===== src/rtl/lda_line_engine.sv =====
// lda_line_engine
//   Bresenham line rasteriser. A start pulse latches two endpoints and a colour.
//   One SETUP cycle folds the line into a shallow, left-to-right form.
//   DRAW then emits one pixel per accepted transfer.
//   DONE raises a one-cycle completion pulse.
//
// Ports
//   clk, reset_n              clock, asynchronous active-low reset
//   i_data_reset              synchronous return to IDLE (beats every other input)
//   i_start_draw_line         start pulse, honoured only in IDLE
//   i_draw_line               level that lets DRAW present/step pixels
//   i_x0/i_y0, i_x1/i_y1      endpoints; i_color line colour
//   o_plot / i_plot_ready     pixel handshake (see below)
//   o_x, o_y, o_color         pixel being offered
//   o_line_done               one-cycle pulse after the last pixel is accepted
//   dbg_state                 current FSM state (0 IDLE, 1 SETUP, 2 DRAW, 3 DONE)
//
// Handshake: a pixel transfers on a rising edge where o_plot and i_plot_ready
// are both high. o_x/o_y/o_color stay stable while o_plot is high and
// i_plot_ready is low. o_plot does not wait for i_plot_ready.
//
// Optional feature: define LDA_LINE_ENGINE_CLIP_EN to suppress pixels outside
// XMAX x YMAX. The engine still steps through those pixels without waiting for
// i_plot_ready.
module lda_line_engine #(
    parameter int XW   = 9,
    parameter int YW   = 8,
    parameter int CW   = 3,
    parameter int XMAX = 336,
    parameter int YMAX = 210
) (
    input  logic          clk,
    input  logic          reset_n,
    input  logic          i_data_reset,
    input  logic          i_start_draw_line,
    input  logic          i_draw_line,
    input  logic [XW-1:0] i_x0,
    input  logic [XW-1:0] i_x1,
    input  logic [YW-1:0] i_y0,
    input  logic [YW-1:0] i_y1,
    input  logic [CW-1:0] i_color,
    output logic          o_plot,
    input  logic          i_plot_ready,
    output logic [XW-1:0] o_x,
    output logic [YW-1:0] o_y,
    output logic [CW-1:0] o_color,
    output logic          o_line_done,
    output logic [1:0]    dbg_state
);

    localparam int AW = 11;  // signed working width for dx, dy, err

`ifdef LDA_LINE_ENGINE_CLIP_EN
    localparam logic CLIP_EN = 1'b1;
`else
    localparam logic CLIP_EN = 1'b0;
`endif

    localparam logic [XW-1:0] XMAX_X = XW'(XMAX);
    localparam logic [YW-1:0] YMAX_Y = YW'(YMAX);

    typedef enum logic [1:0] {
        IDLE  = 2'd0,
        SETUP = 2'd1,
        DRAW  = 2'd2,
        DONE  = 2'd3
    } state_t;

    state_t state;

    logic [XW-1:0] lx0, lx1;
    logic [YW-1:0] ly0, ly1;
    logic [CW-1:0] col;

    // cur_a runs along the major axis and cur_b along the minor axis.
    // Both are XW wide because a steep line puts x values on the minor axis.
    logic                 steep;
    logic                 ystep_neg;
    logic [XW-1:0]        cur_a, cur_b, end_a;
    logic signed [AW-1:0] dx, dy, err;

    // ---------------- setup arithmetic on the latched endpoints --------------
    logic signed [AW-1:0] sx0, sx1, sy0, sy1, adx, ady;
    logic signed [AW-1:0] a0, b0, a1, b1, pa0, pb0, pa1, pb1;
    logic signed [AW-1:0] dx_c, dy_c, err_c;
    logic                 steep_c, swap_c, ystep_neg_c;

    assign sx0 = $signed({{(AW-XW){1'b0}}, lx0});
    assign sx1 = $signed({{(AW-XW){1'b0}}, lx1});
    assign sy0 = $signed({{(AW-YW){1'b0}}, ly0});
    assign sy1 = $signed({{(AW-YW){1'b0}}, ly1});

    assign adx     = (sx1 >= sx0) ? sx1 - sx0 : sx0 - sx1;
    assign ady     = (sy1 >= sy0) ? sy1 - sy0 : sy0 - sy1;
    assign steep_c = ady > adx;

    // A steep line swaps its axes so that it always steps along a.
    assign a0 = steep_c ? sy0 : sx0;
    assign b0 = steep_c ? sx0 : sy0;
    assign a1 = steep_c ? sy1 : sx1;
    assign b1 = steep_c ? sx1 : sy1;

    // Swap the endpoints so that a increases along the line.
    assign swap_c = a0 > a1;
    assign pa0    = swap_c ? a1 : a0;
    assign pb0    = swap_c ? b1 : b0;
    assign pa1    = swap_c ? a0 : a1;
    assign pb1    = swap_c ? b0 : b1;

    assign dx_c        = pa1 - pa0;
    assign dy_c        = (pb1 >= pb0) ? pb1 - pb0 : pb0 - pb1;
    assign ystep_neg_c = pb1 < pb0;
    assign err_c       = -(dx_c >>> 1);

    // ---------------- per-pixel step ----------------------------------------
    logic signed [AW-1:0] err_dy;
    logic                 step_b, clipped, advance, last_px;

    assign err_dy  = err + dy;
    assign step_b  = !err_dy[AW-1];  // err + dy >= 0
    assign last_px = (cur_a == end_a);

    // Output mapping undoes the steep swap.
    assign o_x     = steep ? cur_b : cur_a;
    assign o_y     = steep ? cur_a[YW-1:0] : cur_b[YW-1:0];
    assign o_color = col;

    assign clipped = CLIP_EN && ((o_x >= XMAX_X) || (o_y >= YMAX_Y));

    // o_plot follows i_draw_line combinationally while in DRAW.
    assign o_plot      = (state == DRAW) && i_draw_line && !clipped;
    assign advance     = (state == DRAW) && i_draw_line && (i_plot_ready || clipped);
    assign o_line_done = (state == DONE);
    assign dbg_state   = state;

    always_ff @(posedge clk or negedge reset_n) begin
        if (!reset_n) begin
            state     <= IDLE;
            lx0       <= '0;
            lx1       <= '0;
            ly0       <= '0;
            ly1       <= '0;
            col       <= '0;
            steep     <= 1'b0;
            ystep_neg <= 1'b0;
            cur_a     <= '0;
            cur_b     <= '0;
            end_a     <= '0;
            dx        <= '0;
            dy        <= '0;
            err       <= '0;
        end else if (i_data_reset) begin
            state <= IDLE;
        end else begin
            case (state)
                IDLE: begin
                    if (i_start_draw_line) begin
                        lx0   <= i_x0;
                        ly0   <= i_y0;
                        lx1   <= i_x1;
                        ly1   <= i_y1;
                        col   <= i_color;
                        state <= SETUP;
                    end
                end
                SETUP: begin
                    steep     <= steep_c;
                    ystep_neg <= ystep_neg_c;
                    cur_a     <= pa0[XW-1:0];
                    cur_b     <= pb0[XW-1:0];
                    end_a     <= pa1[XW-1:0];
                    dx        <= dx_c;
                    dy        <= dy_c;
                    err       <= err_c;
                    state     <= DRAW;
                end
                DRAW: begin
                    if (advance) begin
                        if (last_px) begin
                            state <= DONE;
                        end else begin
                            cur_a <= cur_a + XW'(1);
                            if (step_b) begin
                                cur_b <= ystep_neg ? cur_b - XW'(1) : cur_b + XW'(1);
                                err   <= err_dy - dx;
                            end else begin
                                err <= err_dy;
                            end
                        end
                    end
                end
                default: state <= IDLE;  // DONE lasts one cycle
            endcase
        end
    end

endmodule


===== config.mk =====
export PLATFORM = sky130hd
export DESIGN_NAME = lda_line_engine
export DESIGN_NICKNAME = d
export VERILOG_FILES = /design/src/rtl/lda_line_engine.sv
export SDC_FILE = /design/constraint.sdc
export NUM_CORES = 1
export LEC_CHECK = 0
export BUFFER_PORTS_ARGS = -buffer_cell sky130_fd_sc_hd__buf_2
export CORE_MARGIN = 3
export CORE_UTILIZATION = 50
export CTS_CLUSTER_SIZE = 40
export DETAILED_ROUTE_END_ITERATION = 16
export HOLD_SLACK_MARGIN = 0.03
export PLACE_DENSITY = 0.79
export SLEW_MARGIN = 20
export SYNTH_ARGS = -nofsm -noshare
export SYNTH_HDL_FRONTEND = slang
export SYNTH_SLANG_ARGS = --single-unit

===== constraint.sdc =====
create_clock -name clk -period 9.7 [get_ports clk]
set_input_delay 0.485 -clock clk [delete_from_list [all_inputs] [get_ports clk]]
set_output_delay 0.485 -clock clk [all_outputs]
set_load 0.01 [all_outputs]

After elaboration in Yosys (flattened, before gate mapping)
Cells that the tools add are included.
- register bits after elaboration: 100
- output and inout port bits: 24
- input port bits: 43
- word-level logic and storage cells: 83
- order comparisons: 6
- equal/unequal tests: 10
- $add $sub $neg: 13
- reductions and logical operators: 9
- bitwise gates (word level): 1
- muxes and demuxes: 30
- operators by type and width (kind ; count):
    9-bit 2-to-1 mux ; 15
    11-bit 2-to-1 mux ; 6
    9-bit by 9-bit subtractor with 10-bit output ; 5
    9-bit case mux with 2 select lines ; 2
    11-bit case mux with 2 select lines ; 1
    9-bit by 1-bit adder with 9-bit output (second input constant) ; 2
    9-bit >= comparator ; 2
    8-bit by 8-bit subtractor with 9-bit output ; 2
    11-bit adder ; 1
    11-bit > comparator ; 1
    9-bit negator with 11-bit output ; 1
    11-bit by 10-bit subtractor with 11-bit output ; 1
    9-bit equality test ; 1
    9-bit > comparator ; 1
    9-bit < comparator ; 1
    3-bit != test (second input constant) ; 3
    9-bit by 1-bit subtractor with 9-bit output (second input constant) ; 1
    8-bit >= comparator ; 1
    2-bit 2-to-1 mux ; 4
    8-bit 2-to-1 mux ; 1
    2-bit != test (second input constant) ; 3
    2-bit case mux with 3 select lines ; 1
    3-bit AND reduction ; 2
    5-bit AND reduction ; 1
    other kinds (8) ; 10

Logic depth before layout (Yosys ltp)
- depth in word-level cells: 9
- gate-level depth with buffers: 52
- gate-level depth less buffers: 45

Least setup slack after synthesis
Ideal clock, no wire load.
- kind: register -> register
- start: register lx0[2]
- end: register dy[7]
- arrival time: 10279 ps
- path slack: -712 ps
- stages on the path, launching flop included: 49
- setup time: 133 ps
- required time: 9567 ps
- period minus slack after synthesis: 10412 ps
- buffers on the path: 8
- path through: dfrtp_1 clkbuf_1 inv_1 ha_1 a21o_1 a21oi_1 o22ai_1 o31ai_1 nand2_1 mux2_2 o21ai_0 a21oi_1 o31ai_1 nand2_1 ha_1 nor3b_1 a21oi_1 o211a_1 [... 13 more ...] o21ai_0 mux2i_1 inv_1 ha_1 inv_1 fa_1 a21o_1 a21oi_1 o21bai_1 a21oi_1 o211a_1 nor2_1 clkbuf_1 mux2_2 a2111oi_0 o31ai_1 xnor2_1 o21ai_0
- cells in the longest elaborated chain, start to end: 8
- elaborated cells on any way between the ends: 16
- those cells by class: add/sub (4); order compare (4); mux (8)
- ends and longest elaborated chain (what ; line ; RTL):
    start, declared ; 71 ; logic [XW-1:0] lx0, lx1;
    start signal, assigned ; 158 ; lx0 <= i_x0;
    9-bit by 9-bit subtractor with 10-bit output / 9-bit >= comparator (equally long branches) ; 93 ; assign adx = (sx1 >= sx0) ? sx1 - sx0 : sx0 - sx1;
    11-bit 2-to-1 mux ; 93 ;
    11-bit > comparator ; 95 ; assign steep_c = ady > adx;
    9-bit 2-to-1 mux, on equally long branches ; 98, 100 ;
    9-bit > comparator ; 104 ; assign swap_c = a0 > a1;
    9-bit 2-to-1 mux, on equally long branches ; 106, 108 ;
    9-bit by 9-bit subtractor with 10-bit output / 9-bit >= comparator (equally long branches) ; 111 ; assign dy_c = (pb1 >= pb0) ? pb1 - pb0 : pb0 - pb1;
    11-bit 2-to-1 mux * ; 111 ;
    end signal, assigned ; 173 ; dy <= dy_c;
    end, declared ; 80 ; logic signed [AW-1:0] dx, dy, err;
Mark *: on every way between the ends. The rest lies on a longest branch, timed or not.
A chain may end at the register's enable or synchronous reset.

Worst setup path in the final report
- start: register ly0[1]
- end: register dy[9]
- cells in the longest elaborated chain, start to end: 8
- elaborated cells on any way between the ends: 16
- those cells by class: add/sub (4); order compare (4); mux (8)
- ends and longest elaborated chain (what ; line ; RTL):
    start, declared ; 72 ; logic [YW-1:0] ly0, ly1;
    start signal, assigned ; 159 ; ly0 <= i_y0;
    8-bit by 8-bit subtractor with 9-bit output / 8-bit >= comparator (equally long branches) ; 94 ; assign ady = (sy1 >= sy0) ? sy1 - sy0 : sy0 - sy1;
    11-bit 2-to-1 mux ; 94 ;
    11-bit > comparator ; 95 ;
    9-bit 2-to-1 mux, on equally long branches ; 98, 100 ;
    9-bit > comparator ; 104 ;
    9-bit 2-to-1 mux, on equally long branches ; 106, 108 ;
    9-bit by 9-bit subtractor with 10-bit output / 9-bit >= comparator (equally long branches) ; 111 ;
    11-bit 2-to-1 mux * ; 111 ;
Marks and branches as above.

==> flow_metrics.env <==
export IMPL_ys_ff_latch=99
export IMPL_synth_area_leaders="dfrtp_1, ha_1, mux2_2, a21oi_1, o21ai_0"
export IMPL_antenna_found_initial=1
export IMPL_min_path_type="primary input to async pin"
export IMPL_synth_top_family_by_area="compound AO/OA/AOI/OAI gates"
export IMPL_synthArstFlopShare=1.00
export IMPL_route_detailed_drc=0
export IMPL_synthesis_area_um2=10300
export IMPL_ys_types=73
export IMPL_multi_input_area_um2=7460
export IMPL_grt_overflow=0
export IMPL_drt_first_pass_iters=5
export IMPL_synth_edff_count=0
export IMPL_antenna_left=0
export IMPL_clk_root_buffer_cell="clkbuf_16"
export IMPL_post_drt_via_cell_ratio=5.96
export IMPL_fillers=1699
export IMPL_initial_core_util=0.517
export IMPL_maxClockFrequency_mhz=106
export IMPL_synth_fp_nets=1424
export IMPL_rows=51
export IMPL_hold_violations=0
export IMPL_maxCapViolCount=0
export IMPL_fin_crit_ns=9.40
export IMPL_gp_congestion=0.980
export IMPL_critPathCaptureType="flip-flop"
export IMPL_core_um2=19800
export IMPL_cts_buffers_inserted=9
export IMPL_crit_arrival_ns=9.65
export IMPL_status="completed"
export IMPL_io_pins=67
export IMPL_clock_skew_final_ns=0.00920
export IMPL_drive_gt1_frac=0.211
export IMPL_grt_pass1_vias=9356
export IMPL_fin_setup_tns_ns=0
export IMPL_nNetsFinal=1526
export IMPL_portBuffers=66
export IMPL_cts_tree="yes"
export IMPL_path_max_fanout=8
export IMPL_yosysTopAreaCellShare=0.241
export IMPL_die_h_um=149
export IMPL_setup_viol=0
export IMPL_synth_compound_area_frac=0.225
export IMPL_synthAdderAreaFrac=0.146
export IMPL_synth_xor_area_share=0.0563
export IMPL_worstMarginPinSlew_ns=0.888
export IMPL_diodes=0
export IMPL_clk_pin_slew_ns=0.08
export IMPL_worstPathRequired_ns=9.96
export IMPL_synthSimpleGateAreaFrac=0.145
export IMPL_clockBufferDepth=2
export IMPL_dr_first_iter_drc_count=926
export IMPL_die_width_um=149
export IMPL_slowest_delay_ns=0.40
export IMPL_hold_buffers=0
export IMPL_syn_area_per_cell_um2=8.09
export IMPL_synth_cells=1269
export IMPL_areaGrowthSynthToFinish_pct=17.2
export IMPL_grt_first_pass_wirelength_um=48400
export IMPL_crit_slowest_cell="fa_1"
export IMPL_grt_max_degree=70
export IMPL_grt_usage=0.272
export IMPL_yosys_warnings=0
export IMPL_dieArea_um2=22300
export IMPL_relSlewSlack=0.408
export IMPL_drv_slew=0
export IMPL_routedWlPerCell_um=18.8
export IMPL_ys_seq_area_frac=0.241
export IMPL_synth_mux_area_frac=0.121
export IMPL_num_vias=9781
export IMPL_critical_path_class="flip-flop to flip-flop"
export IMPL_cp_start_kind="flip-flop"
export IMPL_wl_um=30800
export IMPL_yosysTopAreaCell="dfrtp_1"
export IMPL_clock_latency_ns=0.37
export IMPL_synthFlopType="dfrtp_1"
export IMPL_cts_sink_count=99
export IMPL_place_hpwl_um=23200
export IMPL_seq_area_um2=2480
export IMPL_period_share=0.969
export IMPL_h_tree_depth=3
flip-flops by register name (all words and copies together) (netlist names), 8 cells and up:
signal,count
err,11
lx0,9
dx,10
dy,10
ly0,8
lx1,9
cur_b,9
end_a,9
cur_a,9
ly1,8
worst paths after layout:
| kind | to | cells past startpoint | slack, ns | startpoint |
|---|---|---|---|---|
| worst max-delay path | dy[9] | 45 | 0.30 | ly0[1] |
| worst min-delay path | ly0[3] | 1 | 0.06 | reset_n |
| worst max register to register | dy[9] | 45 | 0.30 | ly0[1] |
| worst min register to register | dx[2] | 2 | 0.49 | dx[2] |
| max in group asynchronous | dx[6] | 2 | 8.40 | reset_n |
| min in group clk | dbg_state[0] | 2 | 0.33 | i_data_reset |
worst max-delay path, delay by kind of cell (launching register included):
kind / cells / cell delay (ns)
AO/OA/AOI/OAI: 28 / 5.38
adder cells (fa/ha/maj): 5 / 1.52
multiplexers: 3 / 0.83
buffers and inverters: 6 / 0.72
AND/OR/NAND/NOR: 3 / 0.43
flip-flops: 1 / 0.36
metal layers:
metal	vias up	part of all wire	track usage
li1	4701	-	-
met1	4637	0.44	0.374
met2	370	0.47	0.440
met3	71	0.057	0.0307
met4	2	0.040	0.108
met5	-	0.00042	0
per-stage QoR:
stage	utilization	hold WS, ns	area [um2]	instances	setup slack, ns
floorplan	-	0.189	10300	1269	0.0433
global placement	0.566	0.456	11200	1608	0.273
detailed placement	0.566	0.468	11200	1608	-0.0263
CTS	0.587	0.0783	11600	1628	0.0343
global route	0.606	0.0952	12000	1641	-0.113
finish	0.606	0.0551	12000	1641	0.305
cells in the mapped netlist (all sizes together) (8+ instances only):
master  instances
nand4          11
o21ai         104
a21o           17
buf            18
nand2b          8
fa              9
xnor2          55
inv           116
xor2           11
nor2b           8
nor2          105
a21oi         126
nand2         125
o31ai          10
ha            103
a211oi         18
or3            10
nor3           14
o211ai         13
dfrtp          99
clkbuf         40
mux2i          49
mux2           66
a31oi           8
nand3          18
o21bai         14
cell type report:
class	count	area share
Clock buffer	9	0.0187
Clock inverter	7	0.00800
Inverter	116	0.0362
Multi-Input combinational cell	997	0.620
Sequential cell	99	0.206
Tap cell	265	0.0275
Timing Repair Buffer	148	0.0835
cells by family (layout without fill, tap and decap cells):
family	after synthesis	in the layout
buffers and inverters	174	280
DFF	99	99
AOI/OAI and AO/OA	370	371
and+or+nand+nor	330	330
adders and majority gates	115	115
xor gates and xnor gates	66	66
muxes	115	115
placed cells by master (no fill, tap or decap), types with 10 or more instances in the layout:
cell       Yosys  final
nand2_1      125    124
a21oi_1      124    116
inv_1        116    115
nor2_1       105    103
dfrtp_1       99     98
o21ai_0      102     96
ha_1         103     95
buf_4          3     76
mux2_2        65     65
buf_2          6     65
xnor2_1       55     55
mux2i_1       49     40
nand3_1       18     18
a21o_1        17     17
a211oi_1      18     14
o21bai_1      14     14
nor3_1        14     14
o211ai_1      12     12
nand4_1       11     11
xor2_1        11     11
clkbuf_16      0     10
what timing repair did:
| item | 4_1_cts | 5_1_grt |
|---|---|---|
| pin swaps | 3 | 20 |
| buffers inserted | 3 | 12 |
| resized for setup | 15 | 53 |
| gates cloned | 1 | 1 |
| endpoints found under the setup margin | 2 | 16 |
Power is left out: the tool's default activity adds up to more than one toggle a clock period on the data nets, which glitch-free logic cannot reach.
